==> src/rtl/clk_period_monitor_pkg.sv <==
// Shared types for the clock period monitor: FSM state encoding and the
// status flag bundle.
package clk_period_monitor_pkg;

    typedef enum logic [1:0] {
        IDLE    = 2'd0,
        ARM     = 2'd1,
        MEASURE = 2'd2
    } state_e;

    typedef struct packed {
        logic error;     // sticky: a period check failed
        logic timeout;   // sticky: counter saturated waiting for an edge
        logic mismatch;  // one-cycle: accompanies valid on a failed check
    } status_t;

endpackage

==> src/rtl/sync.sv <==
// Multi-flop synchronizer for a single-bit asynchronous input.
// Reset value of every stage is ResetValue.
module sync #(
    parameter int unsigned STAGES     = 2,
    parameter bit          ResetValue = 1'b0
) (
    input  logic clk_i,
    input  logic rst_ni,
    input  logic serial_i,
    output logic serial_o
);

    logic [STAGES-1:0] reg_q, reg_d;

    // shift the input in at the LSB; the MSB is the synchronized value
    always_comb begin
        reg_d = (reg_q << 1) | STAGES'(serial_i);
    end

    // synchronizer flops
    always_ff @(posedge clk_i or negedge rst_ni) begin
        if (!rst_ni) reg_q <= {STAGES{ResetValue}};
        else         reg_q <= reg_d;
    end

    assign serial_o = reg_q[STAGES-1];

endmodule

==> src/rtl/clk_period_monitor.sv <==
// Measures the period of an asynchronous clock in reference-clock cycles,
// checks it against an expected value with tolerance and flags timeouts.
// Optional min/max tracking is built when CLK_PERIOD_MONITOR_MINMAX_EN
// is defined; otherwise min_o/max_o are constants.
module clk_period_monitor
    import clk_period_monitor_pkg::*;
#(
    parameter int unsigned CntWidth   = 16,
    parameter int unsigned SyncStages = 2
) (
    input  logic                clk_i,
    input  logic                rst_ni,
    input  logic                en_i,
    input  logic                clear_i,
    input  logic                clk_meas_i,
    input  logic [CntWidth-1:0] exp_period_i,
    input  logic [CntWidth-1:0] tol_i,
    output logic [CntWidth-1:0] period_o,
    output logic                valid_o,
    output logic                mismatch_o,
    output logic                error_o,
    output logic                timeout_o,
    output logic [CntWidth-1:0] min_o,
    output logic [CntWidth-1:0] max_o
);

    localparam logic [CntWidth-1:0] CntMax = '1;

    logic                meas_sync;
    logic                prev_q, prev_d;
    logic                edge_det;
    state_e              state_q, state_d;
    logic [CntWidth-1:0] cnt_q, cnt_d;
    logic [CntWidth-1:0] period_q, period_d;
    logic                valid_q, valid_d;
    status_t             status_q, status_d;
    logic                mis_set, to_set;
    logic [CntWidth:0]   diff;
    logic                check_fail;

    sync #(
        .STAGES     (SyncStages),
        .ResetValue (1'b0)
    ) i_sync (
        .clk_i    (clk_i),
        .rst_ni   (rst_ni),
        .serial_i (clk_meas_i),
        .serial_o (meas_sync)
    );

    assign edge_det = meas_sync & ~prev_q;

    // absolute deviation of the running count from the expected period;
    // one extra bit so the subtraction never wraps
    always_comb begin
        if ({1'b0, cnt_q} >= {1'b0, exp_period_i})
            diff = {1'b0, cnt_q} - {1'b0, exp_period_i};
        else
            diff = {1'b0, exp_period_i} - {1'b0, cnt_q};
        check_fail = (exp_period_i != '0) && (diff > {1'b0, tol_i});
    end

    // FSM next state, period counter and result capture
    always_comb begin
        prev_d   = meas_sync;
        state_d  = state_q;
        cnt_d    = cnt_q;
        period_d = period_q;
        valid_d  = 1'b0;
        mis_set  = 1'b0;
        to_set   = 1'b0;
        case (state_q)
            IDLE: begin
                cnt_d = '0;
                if (en_i) state_d = ARM;
            end
            ARM: begin
                // first edge only starts the count, nothing to report yet
                cnt_d = '0;
                if (edge_det) begin
                    state_d = MEASURE;
                    cnt_d   = CntWidth'(1);
                end
            end
            MEASURE: begin
                if (edge_det) begin
                    period_d = cnt_q;
                    valid_d  = 1'b1;
                    mis_set  = check_fail;
                    cnt_d    = CntWidth'(1);
                end else if (cnt_q == CntMax) begin
                    // no edge within the counter range: give up and re-arm
                    to_set  = 1'b1;
                    state_d = ARM;
                    cnt_d   = '0;
                end else begin
                    cnt_d = cnt_q + 1'b1;
                end
            end
            default: begin
                state_d = IDLE;
                cnt_d   = '0;
            end
        endcase
        // disabling overrides everything; results already captured are kept
        if (!en_i) begin
            state_d = IDLE;
            cnt_d   = '0;
            valid_d = 1'b0;
            mis_set = 1'b0;
            to_set  = 1'b0;
        end
        // a set event in the same cycle as clear_i wins
        status_d.mismatch = mis_set;
        status_d.error    = (status_q.error   & ~clear_i) | mis_set;
        status_d.timeout  = (status_q.timeout & ~clear_i) | to_set;
    end

    // state, counter and registered outputs
    always_ff @(posedge clk_i or negedge rst_ni) begin
        if (!rst_ni) begin
            prev_q   <= 1'b0;
            state_q  <= IDLE;
            cnt_q    <= '0;
            period_q <= '0;
            valid_q  <= 1'b0;
            status_q <= '0;
        end else begin
            prev_q   <= prev_d;
            state_q  <= state_d;
            cnt_q    <= cnt_d;
            period_q <= period_d;
            valid_q  <= valid_d;
            status_q <= status_d;
        end
    end

    assign period_o   = period_q;
    assign valid_o    = valid_q;
    assign mismatch_o = status_q.mismatch;
    assign error_o    = status_q.error;
    assign timeout_o  = status_q.timeout;

`ifdef CLK_PERIOD_MONITOR_MINMAX_EN
    logic [CntWidth-1:0] min_q, min_d, max_q, max_d;

    // track extremes of reported periods; clear restarts tracking but a
    // period reported in the same cycle is still recorded
    always_comb begin
        min_d = clear_i ? '1 : min_q;
        max_d = clear_i ? '0 : max_q;
        if (valid_d) begin
            if (period_d < min_d) min_d = period_d;
            if (period_d > max_d) max_d = period_d;
        end
    end

    // extreme-value registers
    always_ff @(posedge clk_i or negedge rst_ni) begin
        if (!rst_ni) begin
            min_q <= '1;
            max_q <= '0;
        end else begin
            min_q <= min_d;
            max_q <= max_d;
        end
    end

    assign min_o = min_q;
    assign max_o = max_q;
`else
    assign min_o = '1;
    assign max_o = '0;
`endif

endmodule

==> config.mk <==
export PLATFORM = sky130hd
export DESIGN_NAME = clk_period_monitor
export DESIGN_NICKNAME = d
export VERILOG_FILES = /design/src/rtl/clk_period_monitor_pkg.sv /design/src/rtl/sync.sv /design/src/rtl/clk_period_monitor.sv
export SDC_FILE = /design/constraint.sdc
export NUM_CORES = 1
export LEC_CHECK = 0
export BUFFER_PORTS_ARGS = -buffer_cell sky130_fd_sc_hd__buf_2
export CAP_MARGIN = 20
export CORE_UTILIZATION = 40
export CTS_CLUSTER_SIZE = 12
export DETAILED_ROUTE_END_ITERATION = 10
export SLEW_MARGIN = 20
export SYNTH_ARGS = -nofsm -noshare
export SYNTH_HDL_FRONTEND = slang
export SYNTH_SLANG_ARGS = --single-unit
==> constraint.sdc <==
create_clock -name clk_i -period 5.2 [get_ports clk_i]
set_clock_uncertainty 0.1 [all_clocks]
set_input_delay 1.04 -clock clk_i [delete_from_list [all_inputs] [get_ports clk_i]]
set_output_delay 1.04 -clock clk_i [all_outputs]
set_load 0.02 [all_outputs]
* Word level (Yosys, flattened, before mapping)
Cells that the tools add are included.
Cells by class: add/subtract/negate cells 3, $mul 0, divide/modulo/power cells 0, order comparisons 2, equal/unequal tests 6, shift operators 0, multiplexer cells 21, bitwise operators 8, reductions and logical operators 5
Operator list (count):
- $mux W16 | 3
- $sub A16 B16 Y17 | 2
- $pmux W16 S2 | 1
- $gt A17 B16 Y1 | 1
- $mux W17 | 1
- $add A16 B1 Y16 const B | 1
- $eq A16 B16 Y1 const B | 1
- $ge A16 B16 Y1 | 1
- $reduce_bool A16 Y1 | 1
- $mux W1 | 11
- $ne A3 B3 Y1 const B | 3
- $mux W2 | 4
- $pmux W2 S3 | 1
- $and A1 B1 Y1 | 3
- $reduce_and A3 Y1 | 1
- $eq A2 B1 Y1 const B | 1
- $eq A2 B2 Y1 const B | 1
- $logic_not A2 Y1 | 1
- $not A1 Y1 | 2
- $or A1 B1 Y1 | 2
- $or A2 B1 Y2 | 1
- $reduce_and A2 Y1 | 1
- $logic_and A1 B1 Y1 | 1
Word-level totals: register bits 41, bits in latches 0, RAM bits 0, bits in read-only memories 0, input port bits 37, output and inout bits 52, logic and storage cells 54, memories kept 0

* Longest topological paths before layout
Gate-level depths: netlist of the first run.
word-level depth 8, mapped depth 19, depth with buffers taken out 19

* Hierarchy
Synthesis of the first run repeated with hierarchy kept, for this count alone.
Second synthesis, totals: cells, all modules 502, area total of the unflattened synthesis 4098.9 um^2
Modules (own cells, without submodules):
- clk_period_monitor | instances 1, cells an instance 500, area each 4048.9 um^2
- sync | instances 1, cells an instance 2, area each 50.0 um^2

* Worst setup path after synthesis of the first run
OpenSTA, ideal clock, no wires.
kind input -> register, start point input port exp_period_i[2], end point register status_q, in the netlist error_o, library setup time 0.135 ns, arrival 3.993 ns, required time 4.965 ns, setup slack 0.972 ns, cell stages on the path 18, buffers on the path 2, path through inv_1 -> ha_1 -> buf_6 -> and4b_1 -> o21a_1 -> o211ai_2 -> nand3_1 -> buf_6 -> mux2i_1 -> xor2_1 -> ha_1 -> a21o_1 -> a21o_1 -> a21oi_1 -> o21ai_0 -> o21a_1 -> a32oi_1 -> nand3_1
RTL lines:
- from (decl) | line clk_period_monitor.sv:16 | input logic [CntWidth-1:0] exp_period_i,
- to (signal assigned) | line clk_period_monitor.sv:134 | status_q <= status_d;
- to (decl) | line clk_period_monitor.sv:36 | status_t status_q, status_d;

==> summary.txt, run 1 <==
Flow run
  – Max Cap Viol: 0

Drt
  – Final WL: 9.78 mm
  – Vias per cell: 5.11
  – DR iter-0 viols: 159
  – Wire per inst: 14.6 µm
  – Antenna-violating nets left: 0
  – Via Count: 3,413
  – DRC: 0
  – Detailed Routing Iterations Pass 1: 4

Placed design
  – DP Worst Slack: 377 ps
  – Port Buffers: 56
  – RD Place Congestion: 0.850
  – Hpwl dp: 8.00 mm

Layout
  – Final Net Count: 626
  – Seq. cell area: 1030 µm²
  – Area grow syn2layout: 8.51%
  – Filler cells: 995
  – Ant diodes: 0
  – Multi-input gate area: 2610 µm²
  – Most frequent cells in the layout: inv_1, buf_2, ha_1
  – Finished Core Util: 45.1%
  – Fraction of layout cells with a size suffix above 1: 15.5%

Global route
  – Initial antenna violation count: 0
  – Vias in the first global route: 3,248
  – Largest net degree at the start of global routing: 42
  – First-pass GRT wire length: 15.9 mm
  – GRT Overall Usage: 19.2%
  – Congestion Overflow GR: 0

Clock network
  – H-tree levels: 2
  – Clock latency on the worst-skew pair: 300 ps
  – Worst-path clk slew: 80 ps
  – Max Root-Sink Buffers: 2
  – Clock root cell: clkbuf_8
  – Clk sinks: 41
  – CTS tree: yes
  – Post-CTS Setup Bufs: 0
  – Hold Buf Count CTS: 0
  – CTS Buf Count: 5
  – Post-cts sizing count: 0

Floorplan
  – Boundary pin count: 89
  – Initial Utilization: 41.6%
  – Die height: 103 µm
  – Die area: 10,700 µm²
  – FP Rows: 36
  – Placeable Area: 9860 µm²
  – Chip width: 103 µm

Synthesis
  – Synth top area cells: dfrtp_1, ha_1, buf_4
  – Post-Syn Area: 4100 µm²
  – Yosys cell types: 59
  – Mapped Cells: 488
  – Top-area cell type share of the netlist area: 25.0%
  – #FFs+latches synth: 41
  – Seq/Total Area, Yosys: 25.0%
  – Syn_area_per_cell: 8.40 µm²
  – Cell taking the most area after synthesis: dfrtp_1
  – Async SR Flop Fraction: 100%
  – Main synth FF type: dfrtp_1
  – EDFF count, synth: 0
  – Yosys warnings: 0

Setup path
  – Critical path class: input port to flop
  – Worst setup EP type: flop
  – CP startpoint kind: input port
  – CP max FO: 12
  – Critical Path RT: 5270 ps
  – Arrival time at the worst endpoint: 4670 ps

Timing
  – Final setup viols: 0
  – Worst slew margin: 39.7%
  – Period minus WS final: 4590 ps
  – Max Slew Vio Count: 0
  – Worst slew pin tran: 905 ps
  – TNS Setup: 0 ps
  – Max Freq: 0.218 GHz
  – Setup slack after layout: 609 ps
  – Endpoints failing hold: 0
  – RSZ-0062 raised after global routing: no
  – Period utilization: 88.3%

Power and ir drop
  – LEAKAGE: 0.00227 µW
  – Pwr dens: 201 nW/µm²
  – Maximum VDD drop: 0.000207 V

Run status
  – Status: finished clean

Hold path
  – Min-delay worst type: flop to flop
## worst max-delay path, cell delays in order
cell and delay [ps]:
buf_2 100, inv_1 40, ha_1 500, nand4_2 260, nor4_2 350, a211oi_2 100
nand3_1 120, buf_4 220, mux2i_1 230, xor2_1 240, ha_1 290, a21o_1 160
a21o_1 170, a21oi_1 130, o21ai_0 100, nand3b_1 190, a32oi_1 280, nand3_1 120
## registers in the layout, summed over array words and instances, names as in the netlist
register	flops
error_o	1
timeout_o	1
state_q	2
valid_o	1
cnt_q	16
period_o	16
mismatch_o	1
prev_q	1
i_sync.reg_q	2
## Yosys cell counts (3+ instances only)
library cell  count
a211oi_1          4
a21o_1           24
a21oi_1          24
a31oi_1           3
and3_1            3
buf_4            41
buf_6             3
clkbuf_1          4
dfrtp_1          41
ha_1             53
inv_1            56
mux2i_1           6
nand2_1          35
nand2b_1          5
nand3_1          15
nand4_1          11
nor2_1           30
nor2b_1           3
nor3_1            4
nor4_1            5
o211ai_1          6
o21a_1            5
o21ai_0          27
o21ai_1           4
o21bai_1          5
xnor2_1          23
xor2_1            5
## final timing paths
path / startpoint / to / slack, ps / cells past startpoint
setup reg to reg: cnt_q[0] / error_o / 1070 / 18
hold / removal: i_sync.reg_q[0] / i_sync.reg_q[1] / 250 / 0
max in group asynchronous: rst_ni / cnt_q[2] / 3660 / 1
min in group asynchronous: rst_ni / period_o[10] / 760 / 1
setup / recovery: exp_period_i[14] / error_o / 610 / 18
hold reg to reg: i_sync.reg_q[0] / i_sync.reg_q[1] / 250 / 0
## per-stage QoR
step                area (µm²)  cells  hold WS (ps)  power, µW
floorplan                 4210    518           231        548
finish                    4450    668           251        893
global route              4450    668           278        947
CTS                       4450    668           253        900
detailed placement        4320    660           235        597
global placement          4320    660           234        592
## layer usage
metal / up-vias / track usage, % / part of all wire [%]
met5: - / 0 / 0
met4: 0 / 5.20 / 1.5
met3: 12 / 1.95 / 4.0
met2: 104 / 31.5 / 45
met1: 1591 / 26.9 / 49
li1: 1706 / - / -
## cell type report
cell class / instances / area share [%]
flip-flops and latches: 41 / 23.1
clock buffers: 5 / 1.55
clock inverters: 3 / 1.46
multi-input cells: 370 / 58.6
inverters: 57 / 4.81
well taps: 133 / 3.74
repair buffers: 59 / 6.81
## kinds of logic after synthesis
group	share of synthesized area [%]
AOI/OAI and AO/OA	20.3
and+or+nand+nor	14.8
buffers and inverters	14.2
adders and majority gates	17.1
DFF	25.0
xor gates and xnor gates	5.98
muxes	2.38
other	0.183
## where the power goes
group / internal, µW / switching [µW]
Combinational: 97.4 / 155
Clock: 191 / 111
Sequential: 329 / 10.0
Power figures use the tool's default switching activity.
==> run 2: changes to the inputs <==
PLACE_DENSITY_LB_ADDON = 0.3   (was unset)
==> summary.txt, run 2 (synthesis results as in run 1) <==
Floorplan
  – Die height: 103 µm (unchanged)
  – FP Rows: 36 (unchanged)
  – Chip width: 103 µm (unchanged)
  – Boundary pin count: 89 (unchanged)
  – Die area: 10,700 µm² (unchanged)
  – Initial Utilization: 41.6% (unchanged)
  – Placeable Area: 9860 µm² (unchanged)

Layout
  – Most frequent cells in the layout: inv_1, buf_2, ha_1
  – Final Instance Area: 4400 µm² (-1.1%)
  – Fraction of layout cells with a size suffix above 1: 15.4% (-0.16 points)
  – Ant diodes: 0 (unchanged)
  – Final Net Count: 625 (-0.16%)
  – Finished Core Util: 44.6% (-0.51 points)
  – Area grow syn2layout: 7.29%

Clock network
  – Worst-path clk slew: 80 ps (about the same)
  – Hold Buf Count CTS: 0 (unchanged)
  – Post-cts sizing count: 0 (unchanged)
  – CTS Buf Count: 5 (unchanged)
  – Clock latency on the worst-skew pair: 290 ps (about the same)
  – Clk sinks: 41 (unchanged)
  – CTS tree: yes
  – Clock root cell: clkbuf_8
  – Max Root-Sink Buffers: 2 (unchanged)
  – H-tree levels: 2 (unchanged)
  – Post-CTS Setup Bufs: 0 (unchanged)

Timing
  – TNS Setup: 0 ps (unchanged)
  – Worst slew margin: 40.3% (+0.69 points)
  – Hold WS: 256 ps (+4.49 ps)
  – Final setup viols: 0 (unchanged)
  – Period utilization: 89.8% (+1.5 points)
  – Max Slew Vio Count: 0 (unchanged)
  – RSZ-0062 raised after global routing: no
  – Max Freq: 0.214 GHz (-1.7%)
  – Setup slack after layout: 529 ps (-79.7 ps)
  – Endpoints failing hold: 0 (unchanged)
  – Period minus WS final: 4670 ps (+79.7 ps)
  – Worst slew pin tran: 895 ps (-10.4 ps)

Run status
  – Status: finished clean

Placed design
  – DP Worst Slack: 233 ps (-144 ps)
  – Port Buffers: 56 (unchanged)
  – Hpwl dp: 8.07 mm (+0.92%)
  – RD Place Congestion: 0.855 (+0.62%)
  – Area after DPL: 4310 µm² (-0.17%)

Setup path
  – CP startpoint kind: input port
  – Worst Reg2Reg Path Length in Cells: 16 (-2)
  – CP cell instances: buf_2 -> inv_1 -> ha_1 -> nand4_2 -> nor4_2 -> a211oi_2 -> nand3_1 -> buf_4 -> mux2i_1 -> xor2_1 -> ha_1 -> a21o_1 -> a21o_1 -> a21oi_1 -> o21ai_0 -> nand3b_1 -> a32oi_1 -> nand3_1
  – Critical path class: input port to flop
  – Worst setup EP type: flop
  – Slowest stage delay, CP: 490 ps (about the same)
  – Critical Path RT: 5260 ps (about the same)
  – Critical path's slowest cell: ha_1
  – Arrival time at the worst endpoint: 4730 ps (+60 ps)
  – CP max FO: 12 (unchanged)
  – CP bufs+invs: 3 (unchanged)
  – Crit path max-delay family: simple AND/OR/NAND/NOR gates
  – Crit. path cell count: 18 (unchanged)

Drt
  – Wire per inst: 14.7 µm (+0.68%)
  – Via Count: 3,437 (+0.70%)
  – DR iter-0 viols: 100 (-37%)
  – Vias per cell: 5.15 (+0.85%)
  – Antenna-violating nets left: 0 (unchanged)
  – Final WL: 9.83 mm (+0.53%)
  – DRC: 0 (unchanged)
  – Detailed Routing Iterations Pass 1: 4 (unchanged)

Global route
  – Initial antenna violation count: 0 (unchanged)
  – First-pass GRT wire length: 16.0 mm (+0.31%)
  – Vias in the first global route: 3,235 (-0.40%)
  – GRT Overall Usage: 19.3% (+0.20 points)
  – Largest net degree at the start of global routing: 42 (unchanged)
  – Congestion Overflow GR: 0 (unchanged)

Power and ir drop
  – LEAKAGE: 0.00223 µW (-1.6%)
  – Maximum VDD drop: 0.000190 V (-8.5%)
  – Pwr dens: 182 nW/µm² (-9.4%)

Hold path
  – Min-delay worst type: flop to flop
  – Hold Path Depth: 0 (unchanged)

Flow run
  – Max Cap Viol: 0 (unchanged)
-- run 2: changes by cell type in the layout (fill, tap and decap cells not counted) --
cell,previous run,this run
clkinvlp_4,0,3
bufinv_16,2,0
buf_4,3,2
clkinv_2,1,0
-- run 2: where the power goes --
group	total (µW)	switching, µW	internal, µW
clock	209	115	94.1
combinational	252	155	96.9
sequential	339	9.36	329
-- run 2: per-layer routing --
layer,wire length (µm),up-vias,track usage [%]
met3,446,12,1.61
li1,-,1699,-
met5,0,-,0
met4,133,0,5.42
met2,4560,110,31.5
met1,4690,1616,27.6
-- run 2: final timing paths --
| kind | startpoint | end | slack, ps |
|---|---|---|---|
| setup / recovery | exp_period_i[14] | error_o | 530 |
| hold / removal | i_sync.reg_q[0] | i_sync.reg_q[1] | 260 |
| setup reg to reg | cnt_q[14] | error_o | 980 |
| hold reg to reg | i_sync.reg_q[0] | i_sync.reg_q[1] | 260 |
| max in group asynchronous | rst_ni | cnt_q[2] | 3680 |
| min in group asynchronous | rst_ni | period_o[15] | 770 |
-- run 2: per-stage QoR --
| stage | power [µW] | cells |
|---|---|---|
| floorplan | 548 | 518 |
| global placement | 592 | 659 |
| detailed placement | 597 | 659 |
| CTS | 808 | 667 |
| global route | 853 | 667 |
| finish | 800 | 667 |
-- run 2: final cells by class --
cell class | count | area (µm²)
Tap cell | 133 | 166
Fill cell | 1025 | 5470
Sequential cell | 41 | 1030
Clock buffer | 5 | 68.8
Multi-Input combinational cell | 370 | 2610
Clock inverter | 3 | 22.5
Inverter | 57 | 214
Timing Repair Buffer | 58 | 295
-- run 2: worst reg2reg max path: stages (launching register included) --
cell,delay [ps]
dfrtp_1,420
ha_1,510
nand4_2,240
nor4_2,350
a211oi_2,110
nand3_1,230
buf_4,260
mux2i_1,240
xor2_1,180
ha_1,270
a21o_1,160
a21o_1,170
a21oi_1,130
o21ai_0,110
nand3b_1,190
a32oi_1,300
nand3_1,110
==> run 3: changes to the inputs <==
ABC_AREA = 1   (was unset)
==> summary.txt, run 3 <==
Run status
  – Status: finished clean

Synthesis
  – Async SR Flop Fraction: 100% (unchanged)
  – Top-area cell type share of the netlist area: 22.5% (-2.5 points)
  – Syn_area_per_cell: 6.77 µm² (-19%)
  – Cell taking the most area after synthesis: dfrtp_1
  – #FFs+latches synth: 41 (unchanged)
  – Seq/Total Area, Yosys: 22.5% (-2.5 points)
  – Synth top area cells: dfrtp_1, nand2_1, ha_1
  – Most common cell in the synthesized netlist: nand2_1
  – Mapped Cells: 672 (+38%)
  – Main synth FF type: dfrtp_1
  – EDFF count, synth: 0 (unchanged)
  – Commonest cells post-synth: nand2_1, inv_1, ha_1
  – Yosys cell types: 38 (-36%)
  – Post-Syn Area: 4550 µm² (+11%)
  – Yosys warnings: 0 (unchanged)

Clock network
  – Post-CTS Setup Bufs: 0 (unchanged)
  – CTS tree: yes
  – Clk sinks: 41 (unchanged)
  – CTS Buf Count: 5 (unchanged)
  – Post-cts sizing count: 0 (unchanged)
  – Hold Buf Count CTS: 0 (unchanged)
  – Clock root cell: clkbuf_16
  – H-tree levels: 2 (unchanged)
  – Clock latency on the worst-skew pair: 280 ps (about the same)
  – Max Root-Sink Buffers: 2 (unchanged)
  – Worst-path clk slew: 60 ps (-20 ps)

Floorplan
  – Boundary pin count: 89 (unchanged)
  – Chip width: 109 µm (+5.2%)
  – Initial Utilization: 41.4% (-0.13 points)
  – Placeable Area: 11,000 µm² (+11%)
  – FP Rows: 38 (+5.6%)
  – Die height: 109 µm (+5.2%)
  – Die area: 11,800 µm² (+11%)

Layout
  – Most frequent cells in the layout: nand2_1, inv_1, buf_2
  – Seq. cell area: 1030 µm² (unchanged)
  – Ant diodes: 0 (unchanged)
  – Area grow syn2layout: 8.44%
  – Most common cell after layout, fill and taps aside: nand2_1
  – Multi-input gate area: 2830 µm² (+8.6%)
  – Final Net Count: 812 (+30%)
  – Fraction of layout cells with a size suffix above 1: 13.6% (-1.8 points)
  – Finished Core Util: 44.9% (+0.33 points)
  – Filler cells: 1,183 (+15%)

Placed design
  – RD Place Congestion: 0.910 (+6.4%)
  – Port Buffers: 56 (unchanged)
  – DP Worst Slack: 572 ps (+339 ps)
  – Hpwl dp: 9.41 mm (+17%)

Power and ir drop
  – Clock share of power: 36.4% (+10 points)
  – Pwr dens: 199 nW/µm² (+9.3%)
  – Comb pwr share: 28.8% (-2.7 points)
  – Maximum VDD drop: 0.000280 V (+48%)
  – Net Sw Frac: 32.0% (-2.9 points)
  – LEAKAGE: 0.00278 µW (+25%)
  – Seq pwr share: 34.8% (-7.5 points)
  – P_sw: 314 µW (+12%)
  – Internal: 667 µW (+28%)

Drt
  – Vias per cell: 4.71 (-8.6%)
  – Via Count: 4,056 (+18%)
  – Final WL: 11.0 mm (+12%)
  – Antenna-violating nets left: 0 (unchanged)
  – DR iter-0 viols: 156 (+56%)
  – Wire per inst: 12.8 µm (-13%)
  – DRC: 0 (unchanged)
  – Detailed Routing Iterations Pass 1: 4 (unchanged)

Timing
  – Endpoints failing hold: 0 (unchanged)
  – Final setup viols: 0 (unchanged)
  – Period utilization: 84.0% (-5.8 points)
  – Max Freq: 0.229 GHz (+6.9%)
  – RSZ-0062 raised after global routing: no
  – Worst slew pin tran: 912 ps (+17.0 ps)
  – TNS Setup: 0 ps (unchanged)
  – Max Slew Vio Count: 0 (unchanged)
  – Setup slack after layout: 830 ps (+301 ps)
  – Worst slew margin: 39.1% (-1.3 points)
  – Period minus WS final: 4370 ps (-301 ps)

Hold path
  – Min-delay worst type: flop to flop
  – Hold Path Depth: 0 (unchanged)

Global route
  – Initial antenna violation count: 0 (unchanged)
  – First-pass GRT wire length: 18.6 mm (+16%)
  – GRT Overall Usage: 20.1% (+0.71 points)
  – Vias in the first global route: 3,929 (+21%)
  – Largest net degree at the start of global routing: 42 (unchanged)
  – Congestion Overflow GR: 0 (unchanged)

Setup path
  – Critical path class: input port to flop
  – Critical path's slowest cell: ha_1
  – Slowest stage delay, CP: 400 ps (-90 ps)
  – CP max FO: 20 (+8)
  – Most common cell on crit path: nand2_1
  – Critical Path RT: 5270 ps (about the same)
  – Worst setup EP type: flop
  – Arrival time at the worst endpoint: 4440 ps (-290 ps)
  – Worst Reg2Reg Path Length in Cells: 25 (+9)
  – CP startpoint kind: input port

Flow run
  – Max Cap Viol: 0 (unchanged)
run 3: metrics by stage:
stage | cells | area, µm² | hold slack (ps) | power (µW)
2_1_floorplan | 702 | 4660 | 231 | 572
3_3_place_gp | 853 | 4760 | 231 | 624
3_5_place_dp | 853 | 4760 | 236 | 633
4_1_cts | 861 | 4930 | 248 | 992
5_1_grt | 861 | 4930 | 258 | 1050
6_report | 861 | 4930 | 252 | 981
run 3: path summary, 6_finish.rpt:
check,start,to,slack (ps)
max in group asynchronous,rst_ni,period_o[1],3640
min in group asynchronous,rst_ni,period_o[12],790
hold / removal,i_sync.reg_q[0],i_sync.reg_q[1],250
hold reg to reg,i_sync.reg_q[0],i_sync.reg_q[1],250
setup / recovery,exp_period_i[12],error_o,830
setup reg to reg,cnt_q[12],error_o,1300
run 3: worst max-delay path: cells and delay by family:
kind            cells  cell delay (ps)
simple gates       19             1730
buf+inv             4              510
fa+ha+maj           2              680
compound gates      2              470
run 3: power by group through the flow:
stage	registers, µW	clock network [µW]	logic [µW]
6_report	341	357	283
5_1_grt	343	374	329
4_1_cts	341	364	287
3_5_place_dp	347	0	286
3_3_place_gp	346	0	278
2_1_floorplan	350	0	223
run 3: kinds of logic (layout without fill, tap and decap cells):
family | Yosys count | after routing | synth area share, %
XOR/XNOR | 24 | 24 | 4.62
adder cells (fa/ha/maj) | 55 | 55 | 15.5
other | 2 | 32 | 0.165
AND/OR/NAND/NOR | 306 | 306 | 29.8
AO/OA/AOI/OAI | 79 | 79 | 9.65
buffers and inverters | 165 | 184 | 17.7
flip-flops | 41 | 41 | 22.5
run 3: area by class of cell:
class / instances / share of cell area [%]
multi-input combinational: 496 / 57.4
sequential: 41 / 20.8
inverter: 120 / 9.13
timing repair buffer: 56 / 5.68
tap: 140 / 3.55
clock buffer: 7 / 2.89
clock inverter: 1 / 0.609
run 3: per-layer routing:
metal	part of all wire (%)	vias up	wire [µm]	track usage, %
met5	0	-	0	0
met4	1.7	0	191	6.47
met3	4.1	14	452	2.39
met2	47	93	5170	34.3
met1	47	1825	5180	26.3
li1	-	2124	-	-
